===== src/rtl/hi_lo_muldiv_pkg.sv =====
// Shared encodings and helpers for the HI/LO iterative multiply/divide unit.
package hi_lo_muldiv_pkg;

    localparam int WIDTH_DEF = 32;

    typedef enum logic [1:0] {
        OP_MULT  = 2'b00,
        OP_MULTU = 2'b01,
        OP_DIV   = 2'b10,
        OP_DIVU  = 2'b11
    } op_t;

    typedef enum logic [1:0] {
        IDLE = 2'b00,
        RUN  = 2'b01,
        FIX  = 2'b10
    } state_t;

    function automatic logic op_is_div(input op_t op);
        return op[1];
    endfunction

    function automatic logic op_is_signed(input op_t op);
        return ~op[0];
    endfunction

endpackage


===== src/rtl/hi_lo_muldiv_if.sv =====
// Execute-stage request/response bundle between the pipeline and the mul/div unit.
interface hi_lo_muldiv_if #(
    parameter int WIDTH = hi_lo_muldiv_pkg::WIDTH_DEF
);
    logic                      start;
    hi_lo_muldiv_pkg::op_t     op;
    logic [WIDTH-1:0]          a;
    logic [WIDTH-1:0]          b;
    logic                      mthi_en;
    logic                      mtlo_en;
    logic [WIDTH-1:0]          mt_data;
    logic                      flush;
    logic                      busy;
    logic                      done;
    logic [WIDTH-1:0]          hi;
    logic [WIDTH-1:0]          lo;

    modport master (
        output start, op, a, b, mthi_en, mtlo_en, mt_data, flush,
        input  busy, done, hi, lo
    );

    modport slave (
        input  start, op, a, b, mthi_en, mtlo_en, mt_data, flush,
        output busy, done, hi, lo
    );
endinterface


===== src/rtl/hi_lo_muldiv_step.sv =====
// One iteration of shift-add multiply or restoring divide on unsigned magnitudes.
module hi_lo_muldiv_step #(
    parameter int WIDTH = 32
) (
    input  logic             is_div,
    input  logic [WIDTH-1:0] acc,
    input  logic [WIDTH-1:0] mq,
    input  logic [WIDTH-1:0] dvs,
    output logic [WIDTH-1:0] acc_nx,
    output logic [WIDTH-1:0] mq_nx
);
    logic [WIDTH:0] sum;
    logic [WIDTH:0] rsh;
    logic [WIDTH:0] diff;

    always_comb begin
        sum    = {1'b0, acc} + {1'b0, (mq[0] ? dvs : {WIDTH{1'b0}})};
        rsh    = {acc, mq[WIDTH-1]};
        diff   = rsh - {1'b0, dvs};
        acc_nx = sum[WIDTH:1];
        mq_nx  = {sum[0], mq[WIDTH-1:1]};
        if (is_div) begin
            // partial remainder stays below the divisor, so the top diff bit is the borrow
            if (diff[WIDTH]) begin
                acc_nx = rsh[WIDTH-1:0];
                mq_nx  = {mq[WIDTH-2:0], 1'b0};
            end else begin
                acc_nx = diff[WIDTH-1:0];
                mq_nx  = {mq[WIDTH-2:0], 1'b1};
            end
        end
    end
endmodule


===== src/rtl/hi_lo_muldiv.sv =====
// Iterative MULT/MULTU/DIV/DIVU unit owning HI/LO; one iteration per clock.
// state | meaning
// IDLE  | accept start or MTHI/MTLO writes
// RUN   | WIDTH shift-add / restoring-divide iterations
// FIX   | sign correction and HI/LO writeback
module hi_lo_muldiv
    import hi_lo_muldiv_pkg::*;
#(
    parameter int WIDTH = WIDTH_DEF
) (
    input  logic             clk,
    input  logic             rst,
    hi_lo_muldiv_if.slave    bus
);
    localparam int CW = $clog2(WIDTH);

    state_t             state;
    logic [CW-1:0]      cnt;
    logic [WIDTH-1:0]   acc;
    logic [WIDTH-1:0]   mq;
    logic [WIDTH-1:0]   dvs;
    logic               is_div;
    logic               neg_lo;
    logic               neg_hi;
    logic               div_zero;
    logic [WIDTH-1:0]   hi_q;
    logic [WIDTH-1:0]   lo_q;
    logic               done_q;

    logic [WIDTH-1:0]   acc_nx;
    logic [WIDTH-1:0]   mq_nx;
    logic               sa;
    logic               sb;
    logic               op_div;
    logic [WIDTH-1:0]   a_mag;
    logic [WIDTH-1:0]   b_mag;
    logic [2*WIDTH-1:0] prod;
    logic [2*WIDTH-1:0] prod_fix;
    logic [WIDTH-1:0]   quo_fix;
    logic [WIDTH-1:0]   rem_fix;

    hi_lo_muldiv_step #(.WIDTH(WIDTH)) u_step (
        .is_div (is_div),
        .acc    (acc),
        .mq     (mq),
        .dvs    (dvs),
        .acc_nx (acc_nx),
        .mq_nx  (mq_nx)
    );

    always_comb begin
        sa       = op_is_signed(bus.op) & bus.a[WIDTH-1];
        sb       = op_is_signed(bus.op) & bus.b[WIDTH-1];
        op_div   = op_is_div(bus.op);
        a_mag    = sa ? -bus.a : bus.a;
        b_mag    = sb ? -bus.b : bus.b;
        prod     = {acc, mq};
        prod_fix = neg_lo ? -prod : prod;
        // divide by zero leaves the remainder equal to the dividend; only LO is forced
        quo_fix  = div_zero ? {WIDTH{1'b1}} : (neg_lo ? -mq : mq);
        rem_fix  = neg_hi ? -acc : acc;
    end

    always_ff @(posedge clk or posedge rst) begin
        if (rst) begin
            state    <= IDLE;
            cnt      <= '0;
            acc      <= '0;
            mq       <= '0;
            dvs      <= '0;
            is_div   <= 1'b0;
            neg_lo   <= 1'b0;
            neg_hi   <= 1'b0;
            div_zero <= 1'b0;
            hi_q     <= '0;
            lo_q     <= '0;
            done_q   <= 1'b0;
        end else begin
            done_q <= 1'b0;
            case (state)
                IDLE: begin
                    if (!bus.flush) begin
                        if (bus.start) begin
                            acc      <= '0;
                            cnt      <= '0;
                            mq       <= op_div ? a_mag : b_mag;
                            dvs      <= op_div ? b_mag : a_mag;
                            is_div   <= op_div;
                            neg_lo   <= sa ^ sb;
                            neg_hi   <= sa & op_div;
                            div_zero <= (bus.b == '0);
                            state    <= RUN;
                        end else begin
                            if (bus.mthi_en) hi_q <= bus.mt_data;
                            if (bus.mtlo_en) lo_q <= bus.mt_data;
                        end
                    end
                end
                RUN: begin
                    if (bus.flush) begin
                        state <= IDLE;
                    end else begin
                        acc <= acc_nx;
                        mq  <= mq_nx;
                        cnt <= cnt + CW'(1);
                        if (cnt == CW'(WIDTH-1)) state <= FIX;
                    end
                end
                FIX: begin
                    state <= IDLE;
                    if (!bus.flush) begin
                        if (is_div) begin
                            hi_q <= rem_fix;
                            lo_q <= quo_fix;
                        end else begin
                            hi_q <= prod_fix[2*WIDTH-1:WIDTH];
                            lo_q <= prod_fix[WIDTH-1:0];
                        end
                        done_q <= 1'b1;
                    end
                end
                default: state <= IDLE;
            endcase
        end
    end

    assign bus.busy = (state != IDLE);
    assign bus.done = done_q;
    assign bus.hi   = hi_q;
    assign bus.lo   = lo_q;
endmodule


===== src/flat_wrapper.sv =====
// flat-port wrapper written by rule: the top's interface ports become plain ports
module hi_lo_muldiv_flat import hi_lo_muldiv_pkg::*;
#(
    parameter int WIDTH = WIDTH_DEF
)
  (clk, rst, bus_start, bus_op, bus_a, bus_b, bus_mthi_en, bus_mtlo_en, bus_mt_data, bus_flush, bus_busy, bus_done, bus_hi, bus_lo);
  hi_lo_muldiv_if #(.WIDTH(WIDTH)) bus_i ();
  input  logic clk;
  input  logic rst;
  input wire logic [$bits(bus_i.start)-1:0] bus_start;
  input wire logic [$bits(bus_i.op)-1:0] bus_op;
  input wire logic [$bits(bus_i.a)-1:0] bus_a;
  input wire logic [$bits(bus_i.b)-1:0] bus_b;
  input wire logic [$bits(bus_i.mthi_en)-1:0] bus_mthi_en;
  input wire logic [$bits(bus_i.mtlo_en)-1:0] bus_mtlo_en;
  input wire logic [$bits(bus_i.mt_data)-1:0] bus_mt_data;
  input wire logic [$bits(bus_i.flush)-1:0] bus_flush;
  output wire logic [$bits(bus_i.busy)-1:0] bus_busy;
  output wire logic [$bits(bus_i.done)-1:0] bus_done;
  output wire logic [$bits(bus_i.hi)-1:0] bus_hi;
  output wire logic [$bits(bus_i.lo)-1:0] bus_lo;
  assign bus_i.start = bus_start;
  assign bus_i.op = bus_op;
  assign bus_i.a = bus_a;
  assign bus_i.b = bus_b;
  assign bus_i.mthi_en = bus_mthi_en;
  assign bus_i.mtlo_en = bus_mtlo_en;
  assign bus_i.mt_data = bus_mt_data;
  assign bus_i.flush = bus_flush;
  assign bus_busy = bus_i.busy;
  assign bus_done = bus_i.done;
  assign bus_hi = bus_i.hi;
  assign bus_lo = bus_i.lo;
  hi_lo_muldiv #(.WIDTH(WIDTH)) u_core (.clk(clk), .rst(rst), .bus(bus_i));
endmodule

===== config.mk =====
export PLATFORM = sky130hd
export DESIGN_NAME = hi_lo_muldiv_flat
export DESIGN_NICKNAME = d
export VERILOG_FILES = /design/src/rtl/hi_lo_muldiv_pkg.sv /design/src/rtl/hi_lo_muldiv_if.sv /design/src/rtl/hi_lo_muldiv_step.sv /design/src/rtl/hi_lo_muldiv.sv /design/src/flat_wrapper.sv
export SDC_FILE = /design/constraint.sdc
export NUM_CORES = 1
export LEC_CHECK = 0
export ABC_AREA = 1
export CORE_ASPECT_RATIO = 1.1
export CORE_MARGIN = 2
export CORE_UTILIZATION = 45
export DETAILED_ROUTE_END_ITERATION = 10
export PLACE_DENSITY_LB_ADDON = 0.08
export SKIP_CTS_REPAIR_TIMING = 1
export SLEW_MARGIN = 25
export SYNTH_ARGS = -nofsm -noshare
export SYNTH_HDL_FRONTEND = slang
export SYNTH_SLANG_ARGS = --single-unit

===== constraint.sdc =====
create_clock -name clk -period 10.8 [get_ports clk]
set_input_delay 2.16 -clock clk [delete_from_list [all_inputs] [get_ports clk]]
set_output_delay 2.16 -clock clk [all_outputs]
set_load 0.05 [all_outputs]

==> metrics.md <==
| Metric | Value |
|---|---|
| Status | `finished, final reports clean` |
| Syn Area/Cell | `~5.9 um2` |
| Startpoint Class | `input port` |
| Cells along the critical path | `clkdlybuf4s50_1, buf_4, clkinv_1, nor2_4, inv_2, a21oi_1, a211o_1` |
| DR pass1 iterations | `6` |
| Layout Area Growth over Synthesis | `14.2%` |
| Clk root buf | `clkbuf_16` |
| Internal power | `~2.2 mW` |
| Most frequent cells in the layout | `909 x nand2_1, 420 x inv_1, 357 x nand3_1` |
| Gr usage total | `0.381` |
| Max-Cap Viols | `0` |
| Final Hold Viols | `0` |
| Crit-path max FO | `43` |
| YS warnings | `0` |
| Combinational share of power | `0.644` |
| Vias | `21700` |
| Buf+Inv Stages, Crit Path | `4` |
| Setup_tns | `0 ns` |
| Maximum root-to-sink buffer count | `2` |
| Port Buf Inserts | `169` |
| Cell area after layout | `approximately 21000 um2` |
| Initial antenna violation count | `0` |
| Worst-path clk slew | `0.09 ns` |
| Switch Pwr | `~3 mW` |
| Slowest stage delay, CP | `between 0.9 and 1 ns` |
| Synthesized Nets | `3287` |
| Min Tclk post-route | `roughly 4.8 ns` |
| Reg-to-reg slack, setup | `7.40 ns` |
| Post-DP HPWL | `between 60000 and 70000 um` |
| Initial DRC count | `around 2600` |
| Clock skew | `around 0.015 ns` |
| Total grt overflow | `0` |
| WP depth | `7` |
| Num ports | `170` |
| Main synth FF type | `dfrtp_1` |
| CP startpoint | `bus_op[1]` |
| Setup CP Type | `in -> reg` |
| CTS H-tree depth | `4` |
| Headroom to the max-slew limit | `0.339` |
| Clock power share | `0.124` |
| Largest net degree at the start of global routing | `about 80` |
| Vias in the first global route | `slightly above 20000` |
| Routed WL per cell | `21.7 um` |
| RSZ-0062 raised after global routing | `false` |
| TritonCTS clock tree | `built` |
| PD cells | `249 nW/um2` |
| Sequential share of power | `0.232` |
| RR Startpoint | `u_core.mq[0]` |
| Inserted Diodes | `0` |
| Starting Density | `0.456` |
| Req. time, crit path | `between 10 and 15 ns` |
| Family with the most delay on the worst path | `buffers and inverters` |
| FFs w/ async S/R, synth | `1.00` |
| Area of placed instances | `20300 um2` |
| Slowest cell on the critical path | `clkinv_1` |
| Fraction of layout cells with a size suffix above 1 | `0.0413` |
| Hold WC Path Type | `reg -> reg` |
| Post-synth EDFFs | `0` |
| Worst vdd ir | `between 0.1 and 0.15 mV` |
| Reg2reg path depth | `16` |
| Cell Area, Synth | `~18000 um2` |
| Final Util | `0.520` |
| Detailed-route DRC error count | `0` |
| Pleak | `approximately 10 nW` |
| Core area | `~40000 um2` |
| Site Rows | `77` |
| Switch share | `0.577` |
| CP Capture Type | `register` |
| Die Height | `approximately 220 um` |
| Mapped Cells | `3111` |
| Leading cell type in the layout, fill and taps excluded | `nand2_1` |
| Hold Slack | `0.496 ns` |
| Worst-margin pin slew | `around 0.99 ns` |
| Tcrit/Tclk final | `0.443` |
| RePlAce Congestion | `about 1.0` |
| Nets | `around 3400` |
| Seq/Total Area, Yosys | `0.235` |
| Critical Path End | `u_core.dvs[11]` |
| Clk sinks | `between 150 and 200` |
| Fmax | `209 MHz` |
| Global-route wire length before repair | `approximately 120000 um` |
| Count of antenna-violating nets left after detailed routing | `0` |
| Synth Register Bits | `about 170` |
| Place WS | `5.67 ns` |
| Synth cell types | `between 50 and 60` |
| Slew Limit Fails | `0` |
| Num CTS Buffers | `17` |
| Worst R2R End | `u_core.acc[21]` |
| Die ar. | `about 42000 um2` |
| Critical path data arrival time | `5.20 ns` |
| Worst setup margin | `between 6 and 7 ns` |
| Drt via density | `5.80` |
| DIE WIDTH | `196 um` |
| Clock Latency Late Sink | `0.46 ns` |
| Setup violators final | `0` |
| Routed WL | `a little over 80000 um` |
how the worst min path moves through the flow:
| stage | startpoint | end | slack [ns] | cells past startpoint |
|---|---|---|---|---|
| 2_1_floorplan | u_core.div_zero | u_core.div_zero | 0.45 | 2 |
| 3_3_place_gp | u_core.bus.hi[2] | u_core.bus.hi[2] | 0.46 | 2 |
| 3_5_place_dp | u_core.bus.lo[18] | u_core.bus.lo[18] | 0.48 | 2 |
| 4_1_cts | u_core.bus.lo[18] | u_core.bus.lo[18] | 0.50 | 2 |
| 5_1_grt | u_core.bus.lo[0] | u_core.bus.lo[0] | 0.51 | 1 |
| 6_report | u_core.bus.lo[0] | u_core.bus.lo[0] | 0.50 | 1 |
stage by stage:
step                std cells  power [mW]
CTS                      3735        5.10
finish                   3735        5.20
floorplan                3111        3.38
global route             3735        5.57
global placement         3703        4.42
detailed placement       3703        4.45
layer usage:
layer | track usage | part of all wire | up-vias
met3 | 0.0466 | 0.089 | 171
met1 | 0.513 | 0.41 | 10000
met2 | 0.604 | 0.45 | 1168
met5 | 0 | 0 | -
met4 | 0.186 | 0.051 | 0
li1 | - | - | 10300
power groups by stage:
stage	Clock [mW]	Combinational, mW	Sequential, mW
floorplan	0	2.16	1.22
global placement	0	3.24	1.18
detailed placement	0	3.26	1.19
CTS	0.645	3.28	1.18
global route	0.671	3.69	1.21
finish	0.646	3.35	1.20
sequential cells by signal, summed over array words and instances, names as in the netlist:
name,flops
u_core.cnt,5
u_core.mq,32
u_core.neg_hi,1
u_core.div_zero,1
u_core.bus.done,1
u_core.bus.hi,32
u_core.neg_lo,1
u_core.dvs,32
u_core.is_div,1
u_core.bus.lo,32
u_core.state,2
u_core.acc,32
Yosys cell counts, types with 3 or more instances:
cell type    n  area [um2]
a2bb2oi_1   40         350
a21o_1       4        30.0
and2_1       4        25.0
nor2_2      11        68.8
a21boi_1    11        82.6
buf_6        6        67.6
nor4_1       4        25.0
nor2_1     341        1280
o21ai_0    131         656
nand3b_1    16         120
ha_1        70         876
o21a_1       6        45.0
a21oi_1    204        1020
buf_2       24         120
nor3_1      26         130
buf_1       15        56.3
clkbuf_1    62         233
inv_2       13        48.8
nand2_1    909        3410
clkinv_1     3        11.3
xnor2_1     13         114
nand3_1    357        1790
inv_1      422        1580
o221ai_1    12         105
a22oi_1     13        97.6
o21ai_1     16        80.1
nand2_2     13        81.3
nand4_1     40         250
o31ai_1      8        60.1
a21boi_0     3        22.5
xor2_1      38         333
dfrtp_1    172        4300
or2_2       23         144
o211ai_1    29         218
nor2_4       8        90.1
a31oi_1     10        62.6
o21bai_1    12        90.1
worst register-to-register path: stages, from the launching register on:
cell     delay, ns
dfrtp_1       0.51
buf_4         0.39
nand2_1       0.10
inv_1         0.06
ha_1          0.16
inv_1         0.06
fa_1          0.44
o21ai_1       0.39
nand2_1       0.13
nand2_1       0.10
nand2_1       0.05
nand2_1       0.25
nand3_1       0.15
nand3_1       0.10
nand3_1       0.19
nand3_1       0.15
nand2_1       0.05
logic make-up (layout without fill, tap and decap cells):
logic type / count (synthesis) / after routing / share of synthesized area
and+or+nand+nor: 1761 / 1761 / 0.410
buffers and inverters: 545 / 656 / 0.116
AOI/OAI and AO/OA: 510 / 510 / 0.165
DFF: 172 / 172 / 0.235
adders and majority gates: 72 / 72 / 0.0500
xor gates and xnor gates: 51 / 51 / 0.0244
layout make-up:
type | instances | area [um2]
fillers | 4304 | 19300
multi-input cells | 2394 | 11900
flip-flops and latches | 172 | 4310
repair buffers | 186 | 1820
inverters | 438 | 1650
well taps | 513 | 642
clock buffers | 18 | 439
clock inverters | 14 | 149
(Power assumes the default switching activity.)
